**src/rtl/mul_div_unit.sv**
```systemverilog
// ============================================================================
// Module      : mul_div_unit
// Description : Iterative MULT/MULTU/DIV/DIVU unit producing HI/LO with a
//               one-cycle done pulse. Define MDU_FAST_MUL_EN for a
//               single-cycle multiply; division stays iterative.
// Revision    : 1.0 - initial release
// ============================================================================
`default_nettype none

module mul_div_unit #(
    parameter int WIDTH = 32
) (
    input  logic             clk,
    input  logic             rst,
    input  logic             start,
    input  logic [1:0]       ALU2Op,
    input  logic [WIDTH-1:0] A,
    input  logic [WIDTH-1:0] B,
    input  logic             flush,
    output logic             busy,
    output logic             done,
    output logic [WIDTH-1:0] hi,
    output logic [WIDTH-1:0] lo
);

    typedef enum logic [1:0] {
        IDLE = 2'd0,
        CALC = 2'd1,
        FIX  = 2'd2,
        DONE = 2'd3
    } state_t;

    localparam logic [5:0]         c_LAST = 6'(WIDTH - 1);
    localparam logic [WIDTH-1:0]   c_ONE  = 1;
    localparam logic [2*WIDTH-1:0] c_ONE2 = 1;

    state_t             r_state;
    state_t             w_next;
    logic [5:0]         r_cnt;
    logic               r_is_div;
    logic               r_dz;
    logic               r_sign_q;
    logic               r_sign_r;
    logic [WIDTH-1:0]   r_opnd;
    logic [2*WIDTH-1:0] r_acc;
    logic [WIDTH-1:0]   r_rem;
    logic [WIDTH-1:0]   r_hi;
    logic [WIDTH-1:0]   r_lo;
    logic               r_busy;
    logic               r_done;

    logic               w_signed;
    logic               w_div_op;
    logic               w_dz_in;
    logic               w_fast;
    logic [WIDTH-1:0]   w_mag_a;
    logic [WIDTH-1:0]   w_mag_b;
    logic [WIDTH:0]     w_mul_sum;
    logic [WIDTH:0]     w_shift;
    logic               w_ge;
    logic [WIDTH-1:0]   w_diff;
    logic [2*WIDTH-1:0] w_prod;
    logic [WIDTH-1:0]   w_quo;
    logic [WIDTH-1:0]   w_rem;

    assign w_signed = ALU2Op[0];
    assign w_div_op = ALU2Op[1];
    assign w_dz_in  = w_div_op && (B == '0);
    assign w_mag_a  = (w_signed && A[WIDTH-1]) ? (~A + c_ONE) : A;
    assign w_mag_b  = (w_signed && B[WIDTH-1]) ? (~B + c_ONE) : B;

`ifdef MDU_FAST_MUL_EN
    assign w_fast = ~w_div_op;
`else
    assign w_fast = 1'b0;
`endif

    // Shift-add: r_acc holds {partial product, remaining multiplier bits}.
    assign w_mul_sum = {1'b0, r_acc[2*WIDTH-1:WIDTH]} + (r_acc[0] ? {1'b0, r_opnd} : '0);

    // Restoring divide: r_acc[WIDTH-1:0] shifts dividend out and quotient in.
    assign w_shift = {r_rem, r_acc[WIDTH-1]};
    assign w_ge    = (w_shift >= {1'b0, r_opnd});
    assign w_diff  = w_shift[WIDTH-1:0] - r_opnd;

    assign w_prod = r_sign_q ? (~r_acc + c_ONE2) : r_acc;
    assign w_quo  = r_sign_q ? (~r_acc[WIDTH-1:0] + c_ONE) : r_acc[WIDTH-1:0];
    assign w_rem  = r_sign_r ? (~r_rem + c_ONE) : r_rem;

    always_comb begin
        w_next = r_state;
        case (r_state)
            IDLE:    if (start) w_next = (w_dz_in || w_fast) ? FIX : CALC;
            CALC:    if (r_cnt == c_LAST) w_next = FIX;
            FIX:     w_next = DONE;
            DONE:    w_next = IDLE;
            default: w_next = IDLE;
        endcase
        if (flush) w_next = IDLE;
    end

    always_ff @(posedge clk) begin
        if (rst) begin
            r_state <= IDLE;
            r_busy  <= 1'b0;
            r_done  <= 1'b0;
        end else begin
            r_state <= w_next;
            r_busy  <= (w_next == CALC) || (w_next == FIX);
            r_done  <= (w_next == DONE);
        end
    end

    always_ff @(posedge clk) begin
        if (rst) begin
            r_cnt    <= '0;
            r_is_div <= 1'b0;
            r_dz     <= 1'b0;
            r_sign_q <= 1'b0;
            r_sign_r <= 1'b0;
            r_opnd   <= '0;
            r_acc    <= '0;
            r_rem    <= '0;
            r_hi     <= '0;
            r_lo     <= '0;
        end else begin
            case (r_state)
                IDLE: begin
                    if (start && !flush) begin
                        r_is_div <= w_div_op;
                        r_dz     <= w_dz_in;
                        r_sign_q <= w_signed & (A[WIDTH-1] ^ B[WIDTH-1]);
                        r_sign_r <= w_signed & A[WIDTH-1];
                        r_cnt    <= '0;
                        r_rem    <= '0;
                        r_opnd   <= w_div_op ? w_mag_b : w_mag_a;
                        if (w_dz_in)
                            r_acc <= {{WIDTH{1'b0}}, A};
                        else if (w_fast)
                            r_acc <= {{WIDTH{1'b0}}, w_mag_a} * {{WIDTH{1'b0}}, w_mag_b};
                        else
                            r_acc <= {{WIDTH{1'b0}}, (w_div_op ? w_mag_a : w_mag_b)};
                    end
                end
                CALC: begin
                    if (!flush) begin
                        r_cnt <= r_cnt + 6'd1;
                        if (r_is_div) begin
                            r_rem              <= w_ge ? w_diff : w_shift[WIDTH-1:0];
                            r_acc[WIDTH-1:0]   <= {r_acc[WIDTH-2:0], w_ge};
                        end else begin
                            r_acc <= {w_mul_sum, r_acc[WIDTH-1:1]};
                        end
                    end
                end
                FIX: begin
                    if (!flush) begin
                        if (r_dz) begin
                            r_hi <= r_acc[WIDTH-1:0];
                            r_lo <= '1;
                        end else if (r_is_div) begin
                            r_hi <= w_rem;
                            r_lo <= w_quo;
                        end else begin
                            r_hi <= w_prod[2*WIDTH-1:WIDTH];
                            r_lo <= w_prod[WIDTH-1:0];
                        end
                    end
                end
                default: ;
            endcase
        end
    end

    assign busy = r_busy;
    assign done = r_done;
    assign hi   = r_hi;
    assign lo   = r_lo;

endmodule

`default_nettype wire

```
**config.mk**
```make
export PLATFORM = sky130hd
export DESIGN_NAME = mul_div_unit
export DESIGN_NICKNAME = d
export VERILOG_FILES = /design/src/rtl/mul_div_unit.sv
export SDC_FILE = /design/constraint.sdc
export NUM_CORES = 1
export LEC_CHECK = 0
export CAP_MARGIN = 20
export CORE_MARGIN = 2
export CORE_UTILIZATION = 40
export DETAILED_ROUTE_END_ITERATION = 10
export PLACE_DENSITY = 0.64
export SLEW_MARGIN = 40
export SYNTH_ARGS = -nofsm -noshare
export SYNTH_HDL_FRONTEND = slang
export SYNTH_SLANG_ARGS = --single-unit
```
**constraint.sdc**
```tcl
create_clock -name clk -period 10.5 [get_ports clk]
set_clock_uncertainty 0.05 [all_clocks]
set_input_delay 1.05 -clock clk [delete_from_list [all_inputs] [get_ports clk]]
set_output_delay 1.05 -clock clk [all_outputs]
set_load 0.1 [all_outputs]
```
### Word level (Yosys, flattened, before mapping)

Index checks and enable logic that the tools add are counted.

* flip-flop bits (word level): 206
* logic and storage cells: 88
* output and inout bits: 66
* bits of input ports: 70

* $lt $le $gt $ge: 1
* bitwise gates (word level): 9
* add/sub/neg operators: 8
* equal/unequal tests: 11
* reductions and logical operators: 14
* mux-type cells: 31

Operator list (count)
* $mux 32: 18
* $mux 64: 3
* $add 32x1->32 const B: 4
* $not 32->32: 4
* $pmux 64 s2: 1
* $add 64x1->64 const B: 1
* $not 64->64: 1
* $pmux 32 s2: 1
* $add 32x32->33: 1
* $ge 33x32->1: 1
* $logic_not 32->1: 1
* $sub 32x32->32: 1
* $mux 6: 2
* $pmux 6 s2: 1
* $eq 2x2->1 const B: 4
* $mux 2: 4
* $ne 2x2->1 const B: 4
* $pmux 2 s4: 1
* $reduce_and 4->1: 2
* $add 6x1->6 const B: 1
* $eq 6x5->1 const B: 1
* $eq 2x1->1 const B: 2
* $logic_and 1x1->1: 4
* $reduce_and 2->1: 2
* 8 further kinds: 9

### Depth between registers and ports, before layout

* depth in word-level cells: 8
* mapped depth: 14
* depth with buffers taken out: 12

### Worst setup path after synthesis

No wires, ideal clock.

* path type: input to register
* from: in B[19]
* to: reg r_acc[3]
* required time: 10322 ps
* library setup time: 128 ps
* data arrival time: 3427 ps
* path slack: 6895 ps
* buffers on the path: 3
* stages on the path: 10
* cells stage by stage: or4_1 > nor4_1 > nor2b_1 > and3_1 > clkbuf_1 > clkbuf_1 > buf_1 > o211ai_1 > a22oi_1 > nor2_1

* word-level cells in the longest chain between the ends: 5

RTL lines
* start, declared: line 18 `input logic [WIDTH-1:0] B,`
* $logic_not 32->1: line 68 `assign w_dz_in = w_div_op && (B == '0);`
* $logic_and 1x1->1: line 68
* $mux 32: line 137 `if (w_dz_in)`
* $mux 64: line 129 `if (start && !flush) begin`
* $pmux 64 s2: line 127 `case (r_state)`
* end signal, assigned: line 138 `r_acc <= {{WIDTH{1'b0}}, A};`
* end signal, assigned: line 140 `r_acc <= {{WIDTH{1'b0}}, w_mag_a} * {{WIDTH{1'b0}}, w_mag_b};`
* end signal, assigned: line 142 `r_acc <= {{WIDTH{1'b0}}, (w_div_op ? w_mag_a : w_mag_b)};`
* end, declared: line 45 `logic [2*WIDTH-1:0] r_acc;`

No other way between the ends. The select of a mux whose other input is x is not followed.
A chain may end at the register's enable or synchronous reset.

### Worst setup path after layout

* from: reg r_acc[0]
* to: reg r_acc[60]

* word-level cells in the longest chain between the ends: 5

RTL lines
* $mux 32: line 79 `assign w_mul_sum = {1'b0, r_acc[2*WIDTH-1:WIDTH]} + (r_acc[0] ? {1'b0, r_opnd} : '0);`
* $add 32x32->33: line 79
* $mux 32: line 148 `if (r_is_div) begin`
* $mux 64: line 146 `if (!flush) begin`
* $pmux 64 s2: line 127

No other way between the ends. The select of a mux whose other input is x is not followed.

==> flow_summary.json <==
{
  "status": "complete, no violations",
  "max_freq_ghz": 0.2372,
  "initialDrtViolationCount": 2023,
  "grt_max_degree": 83,
  "avgSynthCellArea_sq_um": 7.349,
  "synthCells": 2243,
  "fillers": 4174,
  "setup.worst_path.class": "flop to flop",
  "final_nets": 2419,
  "h-tree-depth": 1,
  "fin_util_pct": 46.12,
  "cts_tree": "yes",
  "post-route-period-util_pct": 40.15,
  "wl_per_cell_um": 22.35,
  "cts_root_buf": "clkbuf_16",
  "worstPathMaxFanout": 31,
  "multi_input_area_sq_mm": 0.01152,
  "route.detailed.drc": 0,
  "yosysSeqAreaShare_pct": 25.02,
  "wl_mm": 63.20,
  "grt_antenna_before_repair": 2,
  "placed_area_sq_mm": 0.01782,
  "p_int_mw": 1.592,
  "antennaDiodeCount": 0,
  "crit_family": "compound AO/OA/AOI/OAI gates",
  "worstMarginPinSlew_ps": 841.6,
  "slowest_stage": "a211oi_1",
  "fin_setup_tns_ps": 0,
  "port_buffers": 135,
  "synth_fp_nets": 2385,
  "avgViaCountPerCell": 6.133,
  "synth_cell_types": 79,
  "hold_viol": 0,
  "finalMaxSlewViolations": 0,
  "end_kind": "flop",
  "die_y_um": 207.0,
  "slowest_delay_ps": 560,
  "grt_pass1_vias": 16120,
  "cts_setup_buffers": 0,
  "synthFlopType": "dfxtp_1",
  "grt_pass1_wl_mm": 96.69,
  "arrival_ps": 4610,
  "grt-ovfl-total": 0,
  "p_sw_uw": 721.6,
  "yosysWarnings": 0,
  "crit_required_ps": 10890,
  "die_w_um": 207.0,
  "setup-violations-final": 0,
  "power_mw": 2.313,
  "ios": 136,
  "p_clk_share_pct": 43.2,
  "rsz0062_at_grt": "false",
  "cts.sink_count": 206,
  "maxSlewHeadroom_pct": 43.76,
  "ant_nets": 0,
  "drv_cap": 0,
  "rows": 74,
  "combPwrFrac_pct": 20.5,
  "final_area_sq_mm": 0.01879,
  "peakVddDrop_mv": 0.1232,
  "numCtsBuffers": 26,
  "area_growth_syn_to_layout_pct": 13.97,
  "syn_area_sq_mm": 0.01648,
  "insertion_delay_ps": 580,
  "synth-edff-count": 0,
  "vias": 17340,
  "yosys_register_bits": 206,
  "leakagePower_nw": 7.534,
  "dp_hpwl_mm": 48.14,
  "hold_start": "r_opnd[9]",
  "pwr-share-seq_pct": 36.2,
  "dieArea_sq_mm": 0.04285,
  "clockBufferDepth": 3,
  "gp_congestion": 0.9784,
  "grt_usage_pct": 28.21,
  "regArea_sq_mm": 0.004130,
  "hp-class": "flop to flop",
  "period_minus_slack_ps": 4216,
  "switching_share_pct": 31.19,
  "cellPowerDensity_mw_per_mm2": 123.1,
  "r2r-start": "r_acc[0]",
  "crit_chain": "clkinv_1, buf_4, nor2_1, ha_1, a211o_1, a211oi_1, nor4_1, or3_1, a41oi_1, o211ai_1, xnor2_1, o21ai_0",
  "holdWs_ps": 404.0,
  "start_util_pct": 40.46,
  "startpoint_type": "flop",
  "drive_gt1_share_pct": 8.802,
  "cts_hold_buf": 0,
  "dr.pass1.iters": 5,
  "crit_start": "r_acc[0]",
  "post_cts_resized": 0,
  "clkTransAtPathRegs_ps": 60,
  "crit_buf_inv": 2,
  "core_sq_mm": 0.04074,
  "synthArstFlopShare_pct": 0
}
per-layer routing:
metal | up-vias | part of all wire, % | GRT usage, %
met3 | 110 | 7.6 | 3.532
met1 | 8216 | 45 | 39.70
met4 | 0 | 3.3 | 9.335
met5 | - | 0 | 0
li1 | 8275 | - | -
met2 | 738 | 44 | 44.56
cells in the mapped netlist (all sizes together) (6+ instances only):
master | n | area, sq um
nand3 | 44 | 220.2
inv | 66 | 247.7
nand3b | 6 | 45.04
a221oi | 8 | 70.07
a21o | 32 | 240.2
mux2 | 16 | 183.9
o221ai | 8 | 70.07
ha | 70 | 875.8
mux2i | 54 | 540.5
and2 | 15 | 93.84
o211ai | 36 | 270.3
a22oi | 13 | 97.59
o31ai | 31 | 237.7
a211oi | 30 | 225.2
nand4 | 13 | 81.33
xor2 | 95 | 832.1
or2 | 15 | 93.84
a31o | 6 | 52.55
a31oi | 27 | 168.9
xnor2 | 93 | 814.5
o41ai | 19 | 166.4
buf | 22 | 105.1
o22ai | 27 | 168.9
or4 | 30 | 232.7
and3 | 21 | 131.4
clkbuf | 140 | 525.5
o21bai | 12 | 90.09
a21oi | 211 | 1056
nor4 | 24 | 162.7
dfxtp | 206 | 4124
a221o | 6 | 60.06
or3 | 27 | 173.9
nand2b | 13 | 81.33
nor2 | 187 | 701.9
a22o | 13 | 113.9
o311ai | 6 | 52.55
o21ai | 223 | 1116
a32oi | 8 | 70.07
nor2b | 14 | 87.58
nand2 | 226 | 848.3
nor3 | 51 | 255.2
o21a | 13 | 97.59
state kept, by name, summed over array words and instances (netlist names):
name,cells
r_sign_r,1
r_sign_q,1
r_rem,32
lo,32
r_is_div,1
r_acc,64
hi,32
done,1
r_dz,1
r_cnt,6
r_opnd,32
r_state,2
busy,1
power by group through the flow:
stage	registers [mW]	logic (mW)	clock network, mW
after floorplan	0.828	0.323	0
after global routing	0.838	0.512	1.04
after CTS	0.836	0.466	1.01
after detailed placement	0.853	0.465	0
after global placement	0.853	0.461	0
final	0.838	0.475	1.00
per-stage QoR:
stage	cells	worst slack [ps]
global placement	2781	5910
global route	2827	6056
CTS	2827	6418
finish	2827	6284
detailed placement	2781	5934
floorplan	2243	6895
worst paths after layout:
check	endpoint	slack, ps	depth (start not counted)
worst min-delay path	r_opnd[9]	400	2
worst max register to register	r_acc[60]	6280	12
worst min register to register	r_opnd[9]	400	2
worst max-delay path	r_acc[60]	6280	12
layout make-up:
cell class	instances	share of cell area [%]
multi-input cells	1806	61.33
flip-flops and latches	206	21.98
repair buffers	168	6.700
clock buffers	33	3.869
well taps	532	3.543
inverters	69	1.379
clock inverters	13	1.192
tightest hold or removal path, cell delays in order, from the launching register on:
cell and delay [ps]:
dfxtp_1 310, nand2_1 50, a21oi_1 50
placed cells by master, fill, tap and decap left out, types with 12 or more instances in the layout:
cell               n
nor4_1            20
xor2_1            95
buf_4             33
a21oi_1          211
nand2_1          226
xnor2_1           93
nand3_1           43
a21o_1            32
or4_1             28
nand2b_1          13
o211ai_1          36
a31oi_1           26
inv_1             66
a22oi_1           13
o21bai_1          12
o21a_1            13
ha_1              70
o22ai_1           27
o21ai_0          213
mux2i_1           54
nand4_1           13
a211oi_1          29
nor3_1            51
nor2_1           185
clkdlybuf4s50_1   67
or3_1             26
and2_1            14
buf_2             68
clkbuf_16         26
dfxtp_1          203
and3_1            21
or2_2             14
o31ai_1           30
a22o_1            13
nor2b_1           13
o41ai_1           19
mux2_2            15
cell families (layout without fill, tap and decap cells):
kind of cell	count (synthesis)	in the layout	synth area share, %
xor gates and xnor gates	188	188	9.989
muxes	70	70	4.395
and+or+nand+nor	699	699	20.15
buffers and inverters	231	283	5.397
DFF	206	206	25.02
AOI/OAI and AO/OA	777	777	29.50
adders and majority gates	72	72	5.556
Power figures use the tool's default switching activity.
